## config.mk

```make
export PLATFORM = sky130hd
export DESIGN_NAME = keypad_entry
export DESIGN_NICKNAME = d
export VERILOG_FILES = /design/src/rtl/keypad_pkg.sv /design/src/rtl/keypad_scan_debounce.sv /design/src/rtl/keypad_entry.sv
export SDC_FILE = /design/constraint.sdc
export NUM_CORES = 1
export LEC_CHECK = 0
export ABC_AREA = 1
export CAP_MARGIN = 20
export CORE_MARGIN = 2
export CORE_UTILIZATION = 40
export DETAILED_ROUTE_END_ITERATION = 8
export PLACE_DENSITY_LB_ADDON = 0.12
export SYNTH_ARGS = -nofsm -noshare
export SYNTH_HDL_FRONTEND = slang
export SYNTH_SLANG_ARGS = --single-unit
export TNS_END_PERCENT = 1
```

## constraint.sdc

```tcl
create_clock -name clk_50M -period 3.91 [get_ports clk_50M]
set_input_delay 0.5865 -clock clk_50M [delete_from_list [all_inputs] [get_ports clk_50M]]
set_output_delay 0.5865 -clock clk_50M [all_outputs]
set_load 0.005 [all_outputs]
```

## src/rtl/keypad_pkg.sv

```systemverilog
// Shared key codes, entry-state encoding and BCD digit type for the keypad front end.
package keypad_pkg;

    localparam int unsigned NUM_DIGIT_KEYS = 10;
    localparam int unsigned KEY_BKSP       = 10;
    localparam int unsigned KEY_CLR        = 11;
    localparam int unsigned KEY_ENT        = 12;

    typedef enum logic [1:0] {
        EMPTY,
        EDIT,
        DONE
    } entry_state_e;

    typedef logic [3:0] bcd_t;

    function automatic logic is_digit(input int unsigned code);
        return code < NUM_DIGIT_KEYS;
    endfunction

endpackage

```

## src/rtl/keypad_scan_debounce.sv

```systemverilog
// Row scanner with whole-frame debounce; emits one pulse per single-key press.
module keypad_scan_debounce #(
    parameter int ROWS      = 4,
    parameter int COLS      = 4,
    parameter int SCAN_DIV  = 50000,
    parameter int DEB_SCANS = 8,
    parameter int KW        = $clog2(ROWS*COLS)
) (
    input  logic            clk_50M,
    input  logic            RST,
    input  logic [COLS-1:0] col,
    output logic [ROWS-1:0] row,
    output logic            key_valid,
    output logic [KW-1:0]   key_code
);

    localparam int NK = ROWS * COLS;
    localparam int DW = (SCAN_DIV > 1) ? $clog2(SCAN_DIV) : 1;
    localparam int RW = (ROWS > 1) ? $clog2(ROWS) : 1;
    localparam int SW = $clog2(DEB_SCANS + 1);

    logic [DW-1:0] div;
    logic [RW-1:0] row_idx, row_idx_next;
    logic [NK-1:0] frame, frame_next, prev_frame, deb, deb_prev;
    logic [SW-1:0] stable, stable_next;
    logic          tc, frame_end, new_press, single_key;
    logic [KW-1:0] code_next;

    assign tc           = (div == DW'(SCAN_DIV - 1));
    assign frame_end    = tc && (row_idx == RW'(ROWS - 1));
    assign row_idx_next = (row_idx == RW'(ROWS - 1)) ? '0 : row_idx + RW'(1);

    // Frame as it will look once the current row's sample is folded in.
    always_comb begin
        frame_next = frame;
        frame_next[row_idx*COLS +: COLS] = ~col;
    end

    always_comb begin
        stable_next = stable;
        if (frame_end) begin
            if (frame_next == prev_frame)
                stable_next = (stable == SW'(DEB_SCANS)) ? stable : stable + SW'(1);
            else
                stable_next = '0;
        end
    end

    // Chords (more than one key down) never produce an event.
    assign new_press  = |(deb & ~deb_prev);
    assign single_key = (deb != '0) && ((deb & (deb - NK'(1))) == '0);

    always_comb begin
        code_next = '0;
        for (int i = 0; i < NK; i++)
            if (deb[i]) code_next = KW'(i);
    end

    always_ff @(posedge clk_50M or posedge RST) begin
        if (RST) begin
            div        <= '0;
            row_idx    <= '0;
            row        <= ~ROWS'(1);
            frame      <= '0;
            prev_frame <= '0;
            stable     <= '0;
            deb        <= '0;
            deb_prev   <= '0;
            key_valid  <= 1'b0;
            key_code   <= '0;
        end else begin
            deb_prev  <= deb;
            key_valid <= new_press && single_key;
            if (new_press && single_key)
                key_code <= code_next;
            if (tc) begin
                div     <= '0;
                frame   <= frame_next;
                row_idx <= row_idx_next;
                row     <= ~(ROWS'(1) << row_idx_next);
            end else begin
                div <= div + DW'(1);
            end
            if (frame_end) begin
                prev_frame <= frame_next;
                stable     <= stable_next;
                if (stable_next == SW'(DEB_SCANS))
                    deb <= frame_next;
            end
        end
    end

endmodule

```

## src/rtl/keypad_entry.sv

```systemverilog
// Keypad front end top: scan/debounce sub-block plus the BCD entry FSM.
module keypad_entry
    import keypad_pkg::*;
#(
    parameter int ROWS      = 4,
    parameter int COLS      = 4,
    parameter int DIGITS    = 4,
    parameter int SCAN_DIV  = 50000,
    parameter int DEB_SCANS = 8,
    parameter int KW        = $clog2(ROWS*COLS),
    localparam int LW       = $clog2(DIGITS + 1),
    localparam int EW       = 4 * DIGITS
) (
    input  logic            clk_50M,
    input  logic            RST,
    input  logic [COLS-1:0] col,
    output logic [ROWS-1:0] row,
    output logic            key_valid,
    output logic [KW-1:0]   key_code,
    output logic [EW-1:0]   entry,
    output logic [LW-1:0]   entry_len,
    output logic            entry_done,
    output logic            overflow
);

    entry_state_e state, state_next;
    logic [EW-1:0] entry_next;
    logic [LW-1:0] len_next;
    logic          done_next, ovf_next;
    int unsigned   kc;
    bcd_t          digit;

    keypad_scan_debounce #(
        .ROWS      (ROWS),
        .COLS      (COLS),
        .SCAN_DIV  (SCAN_DIV),
        .DEB_SCANS (DEB_SCANS),
        .KW        (KW)
    ) u_scan (
        .clk_50M   (clk_50M),
        .RST       (RST),
        .col       (col),
        .row       (row),
        .key_valid (key_valid),
        .key_code  (key_code)
    );

    assign kc    = 32'(key_code);
    assign digit = kc[3:0];

    always_comb begin
        state_next = state;
        entry_next = entry;
        len_next   = entry_len;
        done_next  = 1'b0;
        ovf_next   = 1'b0;
        if (key_valid) begin
            if (is_digit(kc)) begin
                if (state == DONE) begin
                    // A digit after Enter starts a fresh entry.
                    entry_next = EW'(digit);
                    len_next   = LW'(1);
                    state_next = EDIT;
                end else if (entry_len < LW'(DIGITS)) begin
                    entry_next = (entry << 4) | EW'(digit);
                    len_next   = entry_len + LW'(1);
                    state_next = EDIT;
                end else begin
                    ovf_next = 1'b1;
                end
            end else if (kc == KEY_BKSP) begin
                if (state != EMPTY) begin
                    entry_next = entry >> 4;
                    len_next   = entry_len - LW'(1);
                    state_next = (entry_len == LW'(1)) ? EMPTY : EDIT;
                end
            end else if (kc == KEY_CLR) begin
                entry_next = '0;
                len_next   = '0;
                state_next = EMPTY;
            end else if (kc == KEY_ENT) begin
                if (state == EDIT && entry_len != '0) begin
                    done_next  = 1'b1;
                    state_next = DONE;
                end
            end
        end
    end

    always_ff @(posedge clk_50M or posedge RST) begin
        if (RST) begin
            state      <= EMPTY;
            entry      <= '0;
            entry_len  <= '0;
            entry_done <= 1'b0;
            overflow   <= 1'b0;
        end else begin
            state      <= state_next;
            entry      <= entry_next;
            entry_len  <= len_next;
            entry_done <= done_next;
            overflow   <= ovf_next;
        end
    end

endmodule
```

==> results of run 1 <==
## through the flow
step	power (mW)	instances	worst slack (ps)	utilization [%]
finish	2.96	1057	687	48.6
global route	3.06	1057	392	48.6
CTS	3.00	1057	747	48.6
detailed placement	1.29	1025	760	44.4
global placement	1.29	1025	870	44.4
floorplan	1.27	817	199	-
## worst paths after layout
check	to	slack [ps]
worst max-delay path	u_scan.deb[10]	690
worst min-delay path	u_scan.deb_prev[3]	450
worst max register to register	u_scan.deb[10]	690
worst min register to register	u_scan.deb_prev[3]	450
max in group asynchronous	u_scan.deb[1]	2260
min in group asynchronous	entry[15]	680
## cells in the mapped netlist, types with 2 or more instances
cell type  number
nand2_1       233
dfrtp_1       115
inv_1         115
nor2_1         80
nand3_1        71
o21ai_0        71
o22ai_1        20
a21oi_1        16
clkbuf_1       13
ha_1           13
nand4_1        10
nand2_2         7
xor2_1          6
nand3_2         5
nor2_2          5
nor3_1          5
buf_4           3
dfstp_2         3
inv_2           3
buf_6           2
nand4_2         2
o21ai_1         2
## layout make-up
cell class,instances,area [um^2]
sequential,118,2960
clock inverter,8,171
fill,1480,7820
inverter,119,454
timing repair buffer,38,385
multi-input combinational,562,2720
tap,188,235
clock buffer,24,462
## routing by layer
layer	wire [um]	vias up	global-route usage, %	part of all wire (%)
met2	6750	71	29.8	46
li1	-	2699	-	-
met3	391	18	4.12	2.7
met4	293	0	7.80	2.0
met1	7150	2553	25.2	49
met5	0	-	0	0
## power groups by stage
| stage | logic [mW] | clock network (mW) | registers (mW) |
|---|---|---|---|
| after CTS | 0.0510 | 1.73 | 1.22 |
| after detailed placement | 0.0510 | 0 | 1.24 |
| final | 0.0491 | 1.69 | 1.22 |
| after global routing | 0.0567 | 1.78 | 1.22 |
| after floorplan | 0.0287 | 0 | 1.24 |
| after global placement | 0.0508 | 0 | 1.24 |
## registers in the layout, indices dropped and copies added (netlist names), 3 cells and up
signal             cells
u_scan.deb_prev       16
u_scan.stable          4
u_scan.div            16
entry                 16
u_scan.row             4
u_scan.deb            16
u_scan.frame          16
u_scan.prev_frame     16
entry_len              3
u_scan.key_code        4
## kinds of logic after synthesis
kind of cell	Yosys count	synth area share, %
fa+ha+maj	14	2.77
compound gates	116	10.1
flops	118	47.5
buf+inv	137	8.77
xor+xnor	6	0.844
simple gates	426	30.0
## worst max-delay path, cell delays in order (launching register included)
cell	delay, ps
dfrtp_1	720
inv_1	230
ha_1	460
nor2_2	220
nand2_1	130
nand2_1	200
nand2_1	90
nand2_1	110
nand2_1	60
nor2_1	80
nand3_1	90
nor2_2	190
nand4_2	130
clkinv_4	160
nand2_8	100
nand2_1	80
nand2_1	50
==> key figures, run 1 <==
Clock tree
  • CTS tree: built
  • Root buf cell: clkbuf_16
  • # resized after CTS: 0
  • Reg clk slew, reported paths: 60 ps
  • CTS buffer count: 17
  • Clock buffer depth: 2
  • Latest clock arrival within the worst-skew pair: 420 ps
  • Post-CTS Setup Inserts: 0
  • CTS Hold Bufs: 0
  • CTS Sinks: 118
  • CTS HTree Levels: 4

Power and ir drop
  • Sw Pwr: 0.583 mW
  • Maximum vdd drop: 0.262 mV
  • Int Pwr: 2.38 mW
  • Switching portion of total power: 19.7%
  • Reg power frac: 41.2%
  • Combinational share of power: 1.7%
  • Pleak: 3.97 nW
  • Pwr Density: 401 mW/mm^2
  • Clock share of power: 57.1%

Timing
  • Worst slew pin tran: 770 ps
  • Fin crit share: 82.4%
  • Layout Skew: 6.45 ps
  • Final setup fails: 0
  • Max frequency: 310 MHz
  • Fin Hold WS: 447 ps
  • Setup TNS: 0 ps
  • RSZ-0062 raised after global routing: no
  • Final min period: 3220 ps
  • Slew margin rel.: 48.6%
  • Hold Vio Cnt, Final: 0
  • Slew Limit Fails: 0

Floorplan
  • Ports: 36
  • Horiz. Die Dim: 129 um
  • Core area: 0.0152 mm^2
  • Die H: 129 um
  • Die area: 0.0166 mm^2
  • Core Rows: 45
  • Starting Density: 40.9%

Cells and area
  • Layout cells sized above 1: 7.13%
  • Antenna Cells: 0
  • Commonest non-fill, non-tap cell in the layout: nand2_1
  • Most frequent cells in the layout: nand2_1, dfrtp_1, inv_1
  • Nets: 875
  • P&R area growth vs syn: 18.7%
  • Design Area, Final: 0.00739 mm^2

Routing
  • Vias per cell: 5.05
  • DRT iter0 DRCs: 393
  • Routed WL: 14,600 um
  • Vias: 5,341
  • Routed Antenna Nets: 0
  • WL/cell: 13.8 um
  • DR pass1 iterations: 6
  • DRC: 0

Yosys
  • Post-synthesis sequential area ratio: 47.5%
  • Yosys top cell by area: dfrtp_1
  • Library cells used by synthesis: 39
  • Async S/R FF share, synth: 100%
  • Mapped Avg Cell Area: 7.62 um^2
  • Post-synth net total: 836
  • Ys flop type: dfrtp_1
  • Cells after Synth: 817
  • Synthesis warning total: 0
  • EDFF count, synth: 0
  • Synth top area cells: dfrtp_1, nand2_1, inv_1
  • Post-Syn Area: 0.00622 mm^2
  • Yosys top cell area share: 46.2%
  • Yosys reg bits: 118

Critical path
  • Critical Path Fanout Max: 18
  • R2R cell count: 16
  • Reg-to-reg startpoint: u_scan.row_idx[0]
  • Critical Path RT: 4210 ps
  • CP endpoint kind: register
  • CP arrival: 3530 ps
  • Worst Setup Path Type: register to register
  • CP startpoint kind: register
  • Worst Setup SP: u_scan.row_idx[0]

Global route
  • Number of global-route vias before repair: 5,086
  • Global Route Usage Sum: 18.9%
  • First-pass GRT wire length: 24,600 um
  • Initial antenna violation count: 0
  • Maximum number of pins on one net before global-route repair: 61
  • Grt ovf: 0

Flow run
  • Max-Cap Viols: 0

Placed design
  • Post-DP HPWL: 10,500 um
  • Routability cong.: 0.876
  • Placed cell area: 0.00675 mm^2
  • PortBufs: 35

Min path
  • Hold WC Path Type: register to register
  • Min-delay src: u_scan.deb[3]
  • Hold depth: 0

Outcome
  • Outcome: completed
(Power assumes the default switching activity.)
==> inputs of run 2 (changes only) <==
==> constraint.sdc (replaced) <==
create_clock -name clk_50M -period 3.3 [get_ports clk_50M]
set_input_delay 0.495 -clock clk_50M [delete_from_list [all_inputs] [get_ports clk_50M]]
set_output_delay 0.495 -clock clk_50M [all_outputs]
set_load 0.005 [all_outputs]
==> key figures, run 2 (synthesized netlist as in run 1, its figures left out) <==
Global route
  • Maximum number of pins on one net before global-route repair: 42
  • Grt ovf: 0
  • Initial antenna violation count: 0
  • First-pass GRT wire length: 24,900 um
  • Global Route Usage Sum: 19.0%
  • Number of global-route vias before repair: 5,139

Timing
  • Setup TNS: 0 ps
  • Slew margin rel.: 51.1%
  • Final min period: 2740 ps
  • Worst slew pin tran: 732 ps
  • Layout Skew: 11.7 ps
  • Hold Vio Cnt, Final: 0
  • Slew Limit Fails: 0
  • RSZ-0062 raised after global routing: no
  • Fin crit share: 82.9%
  • Max frequency: 366 MHz
  • Final setup fails: 0

Power and ir drop
  • Pwr Density: 462 mW/mm^2
  • Design Power: 3.43 mW
  • Maximum vdd drop: 0.347 mV
  • Pleak: 3.99 nW

Flow run
  • Max-Cap Viols: 0

Critical path
  • CP endpoint kind: register
  • Critical Path Fanout Max: 17
  • Worst Setup Path Type: register to register
  • CP arrival: 3030 ps
  • Worst Setup SP: u_scan.row_idx[0]
  • Reg-to-reg startpoint: u_scan.row_idx[0]
  • CP startpoint kind: register
  • Critical Path RT: 3600 ps

Routing
  • Vias per cell: 5.05
  • Routed Antenna Nets: 0
  • DR pass1 iterations: 5
  • Routed WL: 14,500 um
  • DRC: 0
  • DRT iter0 DRCs: 435
  • Vias: 5,358
  • WL/cell: 13.7 um

Clock tree
  • CTS Sinks: 118
  • # resized after CTS: 0
  • CTS buffer count: 17
  • Post-CTS Setup Inserts: 0
  • Reg clk slew, reported paths: 60 ps
  • Latest clock arrival within the worst-skew pair: 410 ps
  • Root buf cell: clkbuf_16
  • CTS HTree Levels: 4
  • CTS tree: built
  • CTS Hold Bufs: 0
  • Clock buffer depth: 2

Cells and area
  • Filler instances: 1,465
  • Antenna Cells: 0
  • Commonest non-fill, non-tap cell in the layout: nand2_1
  • Footprint of the multi-input gates: 0.00272 mm^2
  • P&R area growth vs syn: 19.2%
  • Nets: 879
  • Seq. cell area: 0.00296 mm^2
  • Most frequent cells in the layout: nand2_1, dfrtp_1, inv_1
  • Layout cells sized above 1: 8.02%

Floorplan
  • Core Rows: 45
  • Die H: 129 um
  • Core area: 0.0152 mm^2
  • Starting Density: 40.9%
  • Ports: 36
  • Horiz. Die Dim: 129 um
  • Die area: 0.0166 mm^2

Min path
  • Min-delay src: u_scan.deb[3]
  • Hold WC Path Type: register to register

Placed design
  • PortBufs: 35
  • Post-DP HPWL: 10,600 um
  • Routability cong.: 0.876

Outcome
  • Outcome: completed
run 2: cell count changes in the layout (fill, tap and decap cells not counted), moves of 2 or more:
cell / change
buf_12: +2
clkbuf_1: -4
clkinv_2: +4
inv_6: +2
buf_4: +2
run 2: path summary, 6_finish.rpt:
kind / to / slack (ps) / cells after the start
min in group asynchronous: entry[14] / 550 / 2
hold reg to reg: u_scan.deb_prev[3] / 450 / 0
setup / recovery: u_scan.deb[6] / 560 / 17
max in group asynchronous: u_scan.row[1] / 2030 / 3
setup reg to reg: u_scan.deb[6] / 560 / 17
hold / removal: u_scan.deb_prev[3] / 450 / 0
run 2: metal layers:
layer / track usage, % / wire length (um)
met1: 25.2 / 6830
met2: 30.3 / 6870
met3: 4.24 / 592
met4: 8.06 / 254
met5: 0 / 0
run 2: power breakdown:
group          switching (mW)  internal (mW)
combinational          0.0433         0.0172
sequential                  0           1.45
clock                   0.658           1.26
total                   0.702           2.73
run 2: layout make-up:
cell class                 count  area share (%)
multi-input combinational    562            36.7
clock inverter                13            2.41
tap                          188            3.17
inverter                     119            6.14
sequential                   118            39.8
clock buffer                  19            5.83
timing repair buffer          42            5.93
run 2: through the flow:
step	hold WS [ps]	cells	area, um^2	utilization [%]	setup WS [ps]
finish	455	1061	7420	48.8	564
global route	471	1061	7420	48.8	300
CTS	447	1061	7420	48.8	548
detailed placement	431	1029	6810	44.8	524
global placement	435	1029	6810	44.8	530
floorplan	395	817	6230	-	881
run 2: critical path, stage by stage (launching register included):
cell	delay, ps
dfrtp_1	340
buf_4	220
ha_1	230
inv_1	120
nor2_1	240
nand3_2	130
nand2_1	200
nand2_1	70
nand2_1	60
nand3_1	100
nor2_1	100
nand2_1	70
nor2_2	180
nand4_2	140
clkinv_4	160
nand2_8	110
nand2_1	90
nand2_1	50
==> inputs of run 3 (changes only) <==
==> constraint.sdc (replaced) <==
create_clock -name clk_50M -period 2.8 [get_ports clk_50M]
set_input_delay 0.42 -clock clk_50M [delete_from_list [all_inputs] [get_ports clk_50M]]
set_output_delay 0.42 -clock clk_50M [all_outputs]
set_load 0.005 [all_outputs]
==> key figures, run 3 (synthesized netlist as in run 1, its figures left out) <==
Timing
  • Fin crit share: 92.5%
  • Layout Skew: 7.74 ps
  • Max frequency: 386 MHz
  • Final setup fails: 0
  • Hold Vio Cnt, Final: 0
  • Slew Limit Fails: 0
  • Slew margin rel.: 54.8%
  • Final min period: 2590 ps
  • Setup TNS: 0 ps
  • Worst slew pin tran: 678 ps
  • RSZ-0062 raised after global routing: no

Placed design
  • Routability cong.: 0.936
  • Placed cell count: 1,028
  • PortBufs: 35
  • Post-DP HPWL: 10,400 um

Clock tree
  • CTS buffer count: 17
  • Latest clock arrival within the worst-skew pair: 420 ps
  • Clock buffer depth: 2
  • CTS Sinks: 118
  • Reg clk slew, reported paths: 60 ps
  • CTS tree: built
  • CTS HTree Levels: 4
  • Post-CTS Setup Inserts: 0
  • CTS Hold Bufs: 0
  • # resized after CTS: 0
  • Root buf cell: clkbuf_16

Min path
  • Min-delay src: u_scan.deb[3]
  • Hold WC Path Type: register to register
  • WHS Endpoint: u_scan.deb_prev[3]
  • Hold depth: 0

Cells and area
  • Non-filler cells in the finished layout: 1,060
  • Filler instances: 1,521
  • Nets: 878
  • Antenna Cells: 0
  • Layout cells sized above 1: 8.94%
  • Commonest non-fill, non-tap cell in the layout: nand2_1
  • Final core utilization: 48.9%
  • Most frequent cells in the layout: nand2_1, dfrtp_1, inv_1
  • P&R area growth vs syn: 19.5%

Floorplan
  • Die H: 129 um
  • Ports: 36
  • Core Rows: 45
  • Die area: 0.0166 mm^2
  • Core area: 0.0152 mm^2
  • Horiz. Die Dim: 129 um
  • Starting Density: 40.9%

Routing
  • DRC: 0
  • WL/cell: 13.8 um
  • DRT iter0 DRCs: 353
  • DR pass1 iterations: 5
  • Vias: 5,363
  • Routed Antenna Nets: 0
  • Vias per cell: 5.06
  • Routed WL: 14,600 um

Critical path
  • Worst path slowest cell: dfrtp_1
  • R2R Setup Slk: 210 ps
  • Critical Path Fanout Max: 17
  • Critical Path RT: 3110 ps
  • CP cell instances: inv_1 > ha_4 > nand2_1 > inv_2 > nand3_2 > nand2_2 > nand2_1 > nand2_1 > nand2_1 > nor2_1 > nand2_1 > nor2_2 > nand4_2 > clkinv_4 > nand2_8 > nand2_1 > nand2_1
  • FF-to-FF End: u_scan.deb[2]
  • Worst Setup Path Type: register to register
  • CP endpoint kind: register
  • CP max stage delay: 400 ps
  • CP arrival: 2900 ps
  • R2R cell count: 17
  • Reg-to-reg startpoint: u_scan.row_idx[1]
  • CP startpoint kind: register
  • Crit-path most repeated cell: nand2_1

Global route
  • Maximum number of pins on one net before global-route repair: 119
  • First-pass GRT wire length: 24,400 um
  • Number of global-route vias before repair: 5,072
  • Initial antenna violation count: 0
  • Global Route Usage Sum: 18.7%
  • Grt ovf: 0

Outcome
  • Outcome: completed

Flow run
  • Max-Cap Viols: 0

Power and ir drop
  • Pleak: 3.96 nW
  • Maximum vdd drop: 0.398 mV
  • Pwr Density: 532 mW/mm^2
## run 3: cell count changes in the layout (fill, tap and decap cells not counted), sizes merged
cell	before	now
clkinvlp	2	6
clkinv	7	4
bufinv	4	2
clkbuf	19	21
buf	7	6
inv	119	118
## run 3: how the worst max path moves through the flow
stage	startpoint	endpoint	cells after the start
final	u_scan.row_idx[1]	u_scan.deb[2]	17
after global routing	u_scan.row_idx[1]	u_scan.deb[10]	17
after CTS	u_scan.row_idx[0]	u_scan.deb[2]	16
after detailed placement	col[0]	u_scan.deb[4]	15
after global placement	col[0]	u_scan.deb[5]	15
after floorplan	u_scan.row_idx[0]	u_scan.deb[5]	17
## run 3: worst max-delay path, delay by kind of cell, from the launching register on
family / cells / cell delay, ps
simple gates: 13 / 1330
flops: 1 / 400
buf+inv: 3 / 400
fa+ha+maj: 1 / 350
## run 3: power by group
group | switching, mW | total (mW) | internal [mW]
logic | 0.0504 | 0.0662 | 0.0158
clock network | 0.807 | 2.19 | 1.38
registers | 0 | 1.71 | 1.71
total | 0.857 | 3.96 | 3.10
## run 3: cell type report
class,count,area (um^2),share of cell area [%]
Clock inverter,11,125,1.68
Clock buffer,21,470,6.33
Inverter,119,455,6.12
Multi-Input combinational cell,562,2770,37.3
Tap cell,188,235,3.16
Timing Repair Buffer,41,420,5.65
Sequential cell,118,2960,39.8
## run 3: through the flow
stage          setup slack (ps)  hold WS [ps]  total power, mW  cell area [um^2]
2_1_floorplan               381           395             1.78              6230
4_1_cts                    76.1           463             4.00              7380
5_1_grt                    7.44           480             4.09              7440
3_3_place_gp                112           440             1.80              6790
3_5_place_dp               54.5           447             1.80              6790
6_report                    211           464             3.96              7440
## run 3: layer usage
metal	share of wire (%)	GRT usage [%]	vias to the layer above
met4	2.3	7.86	0
met1	48	24.5	2535
met5	0	0	-
li1	-	-	2704
met2	46	29.9	95
met3	3.1	4.16	29
